===== config.mk =====
export PLATFORM = sky130hd
export DESIGN_NAME = keypad_scanner_flat
export DESIGN_NICKNAME = d
export VERILOG_FILES = /design/src/rtl/keypad_scanner_pkg.sv /design/src/rtl/keypad_scanner_if.sv /design/src/rtl/keypad_debounce.sv /design/src/rtl/keypad_scanner.sv /design/src/flat_wrapper.sv
export SDC_FILE = /design/constraint.sdc
export NUM_CORES = 1
export LEC_CHECK = 0
export CAP_MARGIN = 30
export CORE_MARGIN = 3
export CORE_UTILIZATION = 35
export DETAILED_ROUTE_END_ITERATION = 16
export SYNTH_ARGS = -nofsm -noshare
export SYNTH_HDL_FRONTEND = slang
export SYNTH_SLANG_ARGS = --single-unit

===== constraint.sdc =====
create_clock -name CLOCK_25 -period 2.6 [get_ports CLOCK_25]
set_clock_uncertainty 0.05 [all_clocks]
set_input_delay 0.39 -clock CLOCK_25 [delete_from_list [all_inputs] [get_ports CLOCK_25]]
set_output_delay 0.39 -clock CLOCK_25 [all_outputs]
set_load 0.03 [all_outputs]

===== src/rtl/keypad_scanner_pkg.sv =====
// keypad_scanner_pkg: key codes, scan defaults and the row/column key map shared with the image generator
package keypad_scanner_pkg;
  localparam int SCAN_DIV_DEF = 25000;
  localparam int DEBOUNCE_SCANS_DEF = 4;
  localparam logic [3:0] KEY_UP = 4'd2;
  localparam logic [3:0] KEY_DOWN = 4'd8;
  typedef struct packed {
    logic       valid;
    logic [3:0] code;
  } cand_t;
  // key '0' has code 0, so "no key" needs the separate valid bit
  localparam cand_t KEY_NONE = '{valid: 1'b0, code: 4'd0};
  localparam logic [3:0] KEY_TABLE [16] = '{
    4'h1, 4'h2, 4'h3, 4'hA,
    4'h4, 4'h5, 4'h6, 4'hB,
    4'h7, 4'h8, 4'h9, 4'hC,
    4'hE, 4'h0, 4'hF, 4'hD
  };
  function automatic logic [3:0] key_map(input logic [1:0] r, input logic [1:0] c);
    return KEY_TABLE[{r, c}];
  endfunction
endpackage


===== src/rtl/keypad_scanner_if.sv =====
// keypad_scanner_if: keypad matrix lines plus debounced key outputs
interface keypad_scanner_if;
  logic [3:0] col_n;
  logic [3:0] row_n;
  logic [3:0] key_code;
  logic       key_pressed;
  logic       key_event;
  modport master (input col_n, output row_n, key_code, key_pressed, key_event);
  modport slave (output col_n, input row_n, key_code, key_pressed, key_event);
endinterface


===== src/rtl/keypad_debounce.sv =====
// keypad_debounce: accepts a frame candidate after DEBOUNCE_SCANS identical frames
module keypad_debounce
  import keypad_scanner_pkg::*;
#(
  parameter int DEBOUNCE_SCANS = DEBOUNCE_SCANS_DEF
) (
  input  logic       clk,
  input  logic       rst,
  input  logic       frame_end,
  input  cand_t      cand,
  output logic [3:0] key_code,
  output logic       key_pressed,
  output logic       key_event
);
  cand_t      prev;
  logic [3:0] stable;
  logic [3:0] nxt;
  always_comb nxt = cand != prev ? 4'd1 : stable == 4'(DEBOUNCE_SCANS) ? stable : stable + 4'd1;
  always_ff @(posedge clk) begin
    if (rst) begin
      prev <= KEY_NONE;
      stable <= '0;
      key_code <= '0;
      key_pressed <= 1'b0;
      key_event <= 1'b0;
    end else begin
      key_event <= 1'b0;
      if (frame_end) begin
        prev <= cand;
        stable <= nxt;
        if (nxt == 4'(DEBOUNCE_SCANS)) begin
          key_pressed <= cand.valid;
          key_code <= cand.code;
          key_event <= cand.valid && (!key_pressed || key_code != cand.code);
        end
      end
    end
  end
endmodule


===== src/rtl/keypad_scanner.sv =====
// keypad_scanner: 4x4 matrix row scan with ghost rejection feeding a frame debouncer
module keypad_scanner
  import keypad_scanner_pkg::*;
#(
  parameter int SCAN_DIV = SCAN_DIV_DEF,
  parameter int DEBOUNCE_SCANS = DEBOUNCE_SCANS_DEF
) (
  input logic CLOCK_25,
  input logic reset,
  keypad_scanner_if.master kp
);
  logic [3:0]  col_s1, col_s2;
  logic [15:0] slot;
  logic [1:0]  row;
  logic [1:0]  acc_cnt;
  logic [3:0]  acc_code;
  logic        frame_end;
  cand_t       cand;
  logic [3:0]  hits;
  logic [2:0]  row_hits, total;
  logic [1:0]  hit_col;
  logic [3:0]  code_now;
  logic        slot_end;
  always_comb begin
    hits = ~col_s2;
    row_hits = 3'(hits[0]) + 3'(hits[1]) + 3'(hits[2]) + 3'(hits[3]);
    hit_col = hits[0] ? 2'd0 : hits[1] ? 2'd1 : hits[2] ? 2'd2 : 2'd3;
    total = 3'(acc_cnt) + row_hits;
    code_now = row_hits == 3'd1 ? key_map(row, hit_col) : acc_code;
    slot_end = slot == 16'(SCAN_DIV - 1);
  end
  assign kp.row_n = reset ? 4'hf : ~(4'b0001 << row);
  // the frame accumulator saturates at 2 keys: anything beyond one is a reject
  always_ff @(posedge CLOCK_25) begin
    if (reset) begin
      col_s1 <= 4'hf;
      col_s2 <= 4'hf;
      slot <= '0;
      row <= '0;
      acc_cnt <= '0;
      acc_code <= '0;
      frame_end <= 1'b0;
      cand <= KEY_NONE;
    end else begin
      col_s1 <= kp.col_n;
      col_s2 <= col_s1;
      slot <= slot_end ? '0 : slot + 16'd1;
      frame_end <= slot_end && row == 2'd3;
      if (slot_end) begin
        row <= row + 2'd1;
        acc_cnt <= row == 2'd3 ? 2'd0 : total >= 3'd2 ? 2'd2 : total[1:0];
        acc_code <= row == 2'd3 ? 4'd0 : code_now;
        if (row == 2'd3) cand <= total == 3'd1 ? '{valid: 1'b1, code: code_now} : KEY_NONE;
      end
    end
  end
  keypad_debounce #(.DEBOUNCE_SCANS(DEBOUNCE_SCANS)) u_debounce (
    .clk(CLOCK_25),
    .rst(reset),
    .frame_end(frame_end),
    .cand(cand),
    .key_code(kp.key_code),
    .key_pressed(kp.key_pressed),
    .key_event(kp.key_event)
  );
endmodule


===== src/flat_wrapper.sv =====
// flat-port wrapper written by rule: the top's interface ports become plain ports
module keypad_scanner_flat import keypad_scanner_pkg::*;
#(
  parameter int SCAN_DIV = SCAN_DIV_DEF,
  parameter int DEBOUNCE_SCANS = DEBOUNCE_SCANS_DEF
)
  (CLOCK_25, reset, kp_col_n, kp_row_n, kp_key_code, kp_key_pressed, kp_key_event);
  keypad_scanner_if kp_i ();
  input logic CLOCK_25;
  input logic reset;
  input wire logic [$bits(kp_i.col_n)-1:0] kp_col_n;
  output wire logic [$bits(kp_i.row_n)-1:0] kp_row_n;
  output wire logic [$bits(kp_i.key_code)-1:0] kp_key_code;
  output wire logic [$bits(kp_i.key_pressed)-1:0] kp_key_pressed;
  output wire logic [$bits(kp_i.key_event)-1:0] kp_key_event;
  assign kp_i.col_n = kp_col_n;
  assign kp_row_n = kp_i.row_n;
  assign kp_key_code = kp_i.key_code;
  assign kp_key_pressed = kp_i.key_pressed;
  assign kp_key_event = kp_i.key_event;
  keypad_scanner #(.SCAN_DIV(SCAN_DIV), .DEBOUNCE_SCANS(DEBOUNCE_SCANS)) u_core (.CLOCK_25(CLOCK_25), .reset(reset), .kp(kp_i));
endmodule

After elaboration in Yosys (flattened, before gate mapping)
Memory sizes are Yosys's and may differ from the RTL's.
Cells that the tools add are included.
{"block": "totals", "ff_bits": 53, "rom_bits": 64, "input_bits": 6, "wordCells": 60, "memories": 1}
{"name": "(name not given)", "depth": 16, "width": 4, "rd": 1, "rd_ports_with_merged_regs": 0, "wr": 0, "line_no": "keypad_scanner_pkg.sv:20", "text": "return KEY_TABLE[{r, c}];"}
{"block": "op_classes", "add_sub_neg": 7, "order_cmp": 2, "eq_ne": 8, "shift": 1, "n_mux": 13, "bitwise_logic": 5, "n_reduce_logical": 8}
{"op": "$mux W4", "count": 7}
{"op": "$add A16 B1 Y16 const B", "count": 1}
{"op": "$eq A16 B15 Y1 const B", "count": 1}
{"op": "$eq A4 B3 Y1 const B", "count": 2}
{"op": "$mux W2", "count": 4}
{"op": "$not A4 Y4", "count": 2}
{"op": "$add A3 B1 Y3", "count": 2}
{"op": "$eq A3 B1 Y1 const B", "count": 2}
{"op": "$ge A5 B5 Y1 const B", "count": 1}
{"op": "$mux W5", "count": 1}
{"op": "$ne A5 B5 Y1", "count": 1}
{"op": "$not A4 Y5", "count": 1}
{"op": "$add A4 B1 Y4 const B", "count": 1}
{"op": "$ne A4 B4 Y1", "count": 1}
{"op": "$reduce_and A2 Y1", "count": 2}
{"op": "$shl A1 B2 Y4 const A", "count": 1}
{"op": "$add A2 B3 Y3", "count": 1}
{"op": "$ge A3 B2 Y1 const B", "count": 1}
{"op": "$reduce_or A3 Y1", "count": 1}
{"op": "$add A1 B1 Y2", "count": 1}
{"op": "$add A2 B1 Y2 const B", "count": 1}
{"op": "$eq A2 B2 Y1 const B", "count": 1}
{"op": "$logic_and A1 B1 Y1", "count": 2}
{"op": "$not A1 Y1", "count": 2}
{"op": "4 further kinds", "count": 4}

Logic depth before layout (Yosys ltp)
{"block": "depth", "depth_word": 10, "mapped_depth": 10, "depth_no_buf": 10}

Modules after synthesis
From an unflattened synthesis, not the netlist that was laid out.
{"block": "unflattened", "hier_cells": 298, "area_unflattened_um2": 2715.1}
{"module": "keypad_scanner", "n_inst": 1, "cells_each": 206, "area_per_inst_um2": 1856.8}
{"module": "keypad_debounce", "n_inst": 1, "cells_each": 92, "area_per_inst_um2": 858.3}

Worst setup path before layout
Ideal clock, no wire load.
{"block": "synth_timing", "path_kind": "reg-to-reg", "start": "register u_core.col_s2[0]", "end": "register, netlist name u_core.cand[3]", "arrival_time_ns": 2.402, "slack_ns": 0.011, "stages_incl_launch_ff": 11, "n_path_buf": 0, "period_less_slack_ns": 2.589, "cell_sequence": "dfxtp_1 > inv_1 > ha_1 > fa_1 > ha_1 > inv_1 > fa_1 > xor2_1 > and3_1 > nand3b_1 > o22ai_1"}
{"block": "synth_via", "elab_chain_cells": 8}
{"item": "start, declared", "line_no": "keypad_scanner.sv:12", "text": "logic [3:0] col_s1, col_s2;"}
{"item": "start signal, assigned", "line_no": "keypad_scanner.sv:46", "text": "col_s2 <= col_s1;"}
{"item": "$not A4 Y4 (*)", "line_no": "keypad_scanner.sv:25", "text": "hits = ~col_s2;"}
{"item": "parallel branches: the longest is 6 deep, another holds $add A3 B1 Y3"}
{"item": "$mux W5 (*)", "line_no": "keypad_scanner.sv:53", "text": "if (row == 2'd3) cand <= total == 3'd1 ? '{valid: 1'b1, code: code_now} : KEY_NONE;"}
Mark *: on every way between the ends. The select of a mux whose other input is x is not followed.
A chain may end at the register's enable or synchronous reset.

Worst setup path in the final report
{"block": "layout_timing", "start": "register u_core.col_s2[0]", "end": "register, netlist name u_core.cand[2]"}
{"block": "layout_via", "elab_chain_cells": 8}
{"item": "$not A4 Y4 (*)", "line_no": "keypad_scanner.sv:25"}
{"item": "parallel branches: the longest is 6 deep, another holds $add A3 B1 Y3"}
{"item": "$mux W5 (*)", "line_no": "keypad_scanner.sv:53"}
Marked as above.

==> reports/qor.csv <==
metric,value,unit
status,"complete, no violations",
cts_hold_buf,0,
fin_ws,0.101,ns
synth-compound-area-share,9.57,%
io_pins,16,
dpl.hpwl,3.72,mm
setup_viol,0,
grt_start_max_net_pins,18,
critPathMaxStageDelay,0.56,ns
critical_path.top_delay_family,adder cells,
crit_type,register to register,
rsz0062_at_grt,yes,
die-width,93.5,um
synth_top_family_by_area,simple AND/OR/NAND/NOR gates,
yosysWarnings,0,
critical_path_buf_inv_count,2,
areaGrowthSynthToFinish,17.8,%
nFillCells,726,
wirelength,5.05,mm
reg2reg_slack,0.10,ns
drv_slew,0,
wl_per_cell,12.0,um
drtIter0Drc,81,
cp_max_fo,4,
r2r-start,u_core.col_s2[0],
cts_buffer_depth,2,
multi_input_area,0.00154,mm2
hold_viol,0,
pre_cts_ws,-0.105,ns
syn-instance-count,296,
cts_buffers,5,
max-vdd-ir-drop,224,uV
synth_fp_nets,319,
path_cells,inv_2 > ha_4 > fa_2 > ha_4 > inv_2 > fa_2 > xor2_1 > and3_4 > nand3b_1 > o22ai_1,
vias,2036,
tightest_slew,0.659,ns
grt-ovfl-total,0,
crit_path_top_delay_cell,fa_2,
num_antenna_cells,0,
max-slew-margin-rel,55.7,%
start_util,36.5,%
grt_pass1_vias,1930,
drc,0,
cts_tree,built,
drt_first_pass_iters,4,
finalCritPeriodShare,96.1,%
async_reset_ff_share,0,%
cts.htree.levels,2,
synth.distinct_cells,46,
arrival,2.69,ns
start_kind,register,
synth.area.mux_share,4.53,%
clk_latency,0.31,ns
timing.rr.end,u_core.cand[2],
ant_nets,0,
p_per_area,458,mW/mm2
gp_routability_congestion,0.801,
critPathLaunch,u_core.col_s2[0],
grt_antenna_before_repair,0,
syn_avg_cell_area,9.05,um2
required,2.79,ns
cp-end-kind,register,
fmax,400,MHz
dieArea,0.00874,mm2
endpoint,u_core.cand[2],
synth-xor-area-share,7.85,%
ys_seq_area_share,39.6,%
ys_ff_latch,53,
cts_root_buf,clkbuf_8,
grt_use_total,12.4,%
vias_per_cell,4.84,
synthSimpleGateAreaFrac,25.1,%
power.leakage,1.12,nW
grt_pass1_wl,8.78,mm
clkSinkCount,53,
total_power,0.00145,W
regArea,0.00106,mm2
rows,31,
finalCriticalPeriod,2.50,ns
synth_area,0.00268,mm2
clkTransAtPathRegs,0.09,ns
die_h,93.5,um
synthFlopType,dfxtp_1,
port_buffers,15,
crit_cells,10,
drive_gt1_share,17.1,%
core_area,0.00733,mm2
hold_start,u_core.col_s1[2],
placed_area,0.00299,mm2
maxCapViolCount,0,
nNetsFinal,344,
r2r_cells,10,
synth_edf_count,0,
synth-adder-area-share,8.50,%
stdcell_area,0.00316,mm2
holdCritPathClass,register to register,
utilization,43.0,%
==> metrics by stage <==
step	instances	TNS (ns)	hold WS (ns)
2_1_floorplan	296	0	0.339
6_report	421	0	0.364
5_1_grt	421	-0.00873	0.376
3_5_place_dp	412	-0.435	0.343
3_3_place_gp	412	0	0.341
4_1_cts	420	0	0.364
==> what timing repair did <==
action | CTS | global route
buffers inserted | 0 | 1
setup endpoints to repair | 6 | 5
pin swaps | 6 | 8
gates resized for setup | 6 | 8
==> synthesized netlist by cell type, types with 2 or more instances <==
master	instances	area, um2
nor2b_1	7	43.8
nor2_1	31	116
o31ai_1	3	22.5
o2111ai_1	3	26.3
or2_2	10	62.6
nand2_1	14	52.6
nor4_1	4	25.0
xnor2_1	18	158
nor3b_1	2	15.0
o21ai_0	4	20.0
nand4_1	6	37.5
o32ai_1	3	26.3
nor4_2	2	25.0
nand3_1	7	35.0
nand2b_1	18	113
or4_4	2	22.5
ha_1	15	188
nor3_1	6	30.0
a2111oi_0	2	17.5
inv_1	23	86.3
fa_1	2	40.0
dfxtp_1	53	1060
o22ai_1	4	25.0
clkbuf_1	8	30.0
a21oi_1	8	40.0
or4_1	6	45.0
mux2i_1	11	110
xor2_1	6	52.6
==> per-layer routing <==
metal / track usage, % / vias to the layer above / wire length [um]
li1: - / 1070 / -
met1: 16.3 / 936 / 2470
met2: 20.0 / 24 / 2400
met3: 3.22 / 6 / 136
met4: 3.42 / 0 / 42
met5: 0 / - / 0
==> area by class of cell <==
class | count | share of cell area, %
flip-flops and latches | 53 | 33.7
clock inverters | 1 | 0.159
clock buffers | 7 | 3.05
multi-input cells | 210 | 48.9
well taps | 99 | 3.93
repair buffers | 28 | 7.53
inverters | 23 | 2.74
==> cells by family (layout without fill, tap and decap cells) <==
family	after synthesis	after routing
buffers and inverters	33	59
multiplexers	12	12
XOR/XNOR	24	24
adder cells (fa/ha/maj)	17	17
AO/OA/AOI/OAI	36	36
flip-flops	53	53
AND/OR/NAND/NOR	121	121
==> how the worst min path moves through the flow <==
stage	endpoint	slack [ns]	cells after the start
5_1_grt	u_core.col_s2[2]	0.38	1
6_report	u_core.col_s2[2]	0.36	1
3_3_place_gp	u_core.col_s2[3]	0.34	1
2_1_floorplan	u_core.col_s2[0]	0.34	1
3_5_place_dp	u_core.col_s2[2]	0.34	1
4_1_cts	u_core.col_s2[2]	0.36	1
==> sequential cells by signal, summed over array words and instances (netlist names) <==
signal / flops
u_core.frame_end: 1
u_core.col_s1: 4
u_core.u_debounce.stable: 4
u_core.cand: 5
u_core.row: 2
u_core.u_debounce.prev: 5
u_core.u_debounce.key_code: 4
u_core.slot: 16
u_core.col_s2: 4
u_core.u_debounce.key_event: 1
u_core.acc_cnt: 2
u_core.u_debounce.key_pressed: 1
u_core.acc_code: 4
==> cell usage in the layout (no fill, tap or decap), types with 7 or more instances in the layout <==
cell type	synthesis	routed
or2_2	10	10
nor2_1	31	31
inv_1	23	19
nand2_1	14	14
xnor2_1	18	18
clkdlybuf4s50_1	0	11
clkbuf_8	0	7
nor2b_1	7	7
mux2i_1	11	11
dfxtp_1	53	51
a21oi_1	8	8
nand2b_1	18	18
nand3_1	7	7
buf_4	1	17
ha_1	15	12
==> report_power, final <==
part           total (W)  internal, W  switching (W)  leakage (nW)
sequential      0.000826     0.000821     0.00000530         0.429
combinational   0.000108    0.0000533      0.0000544         0.637
clock           0.000512     0.000241       0.000270        0.0542
total            0.00145      0.00112       0.000330          1.12
Note: power is estimated with default switching activity, not from simulation.
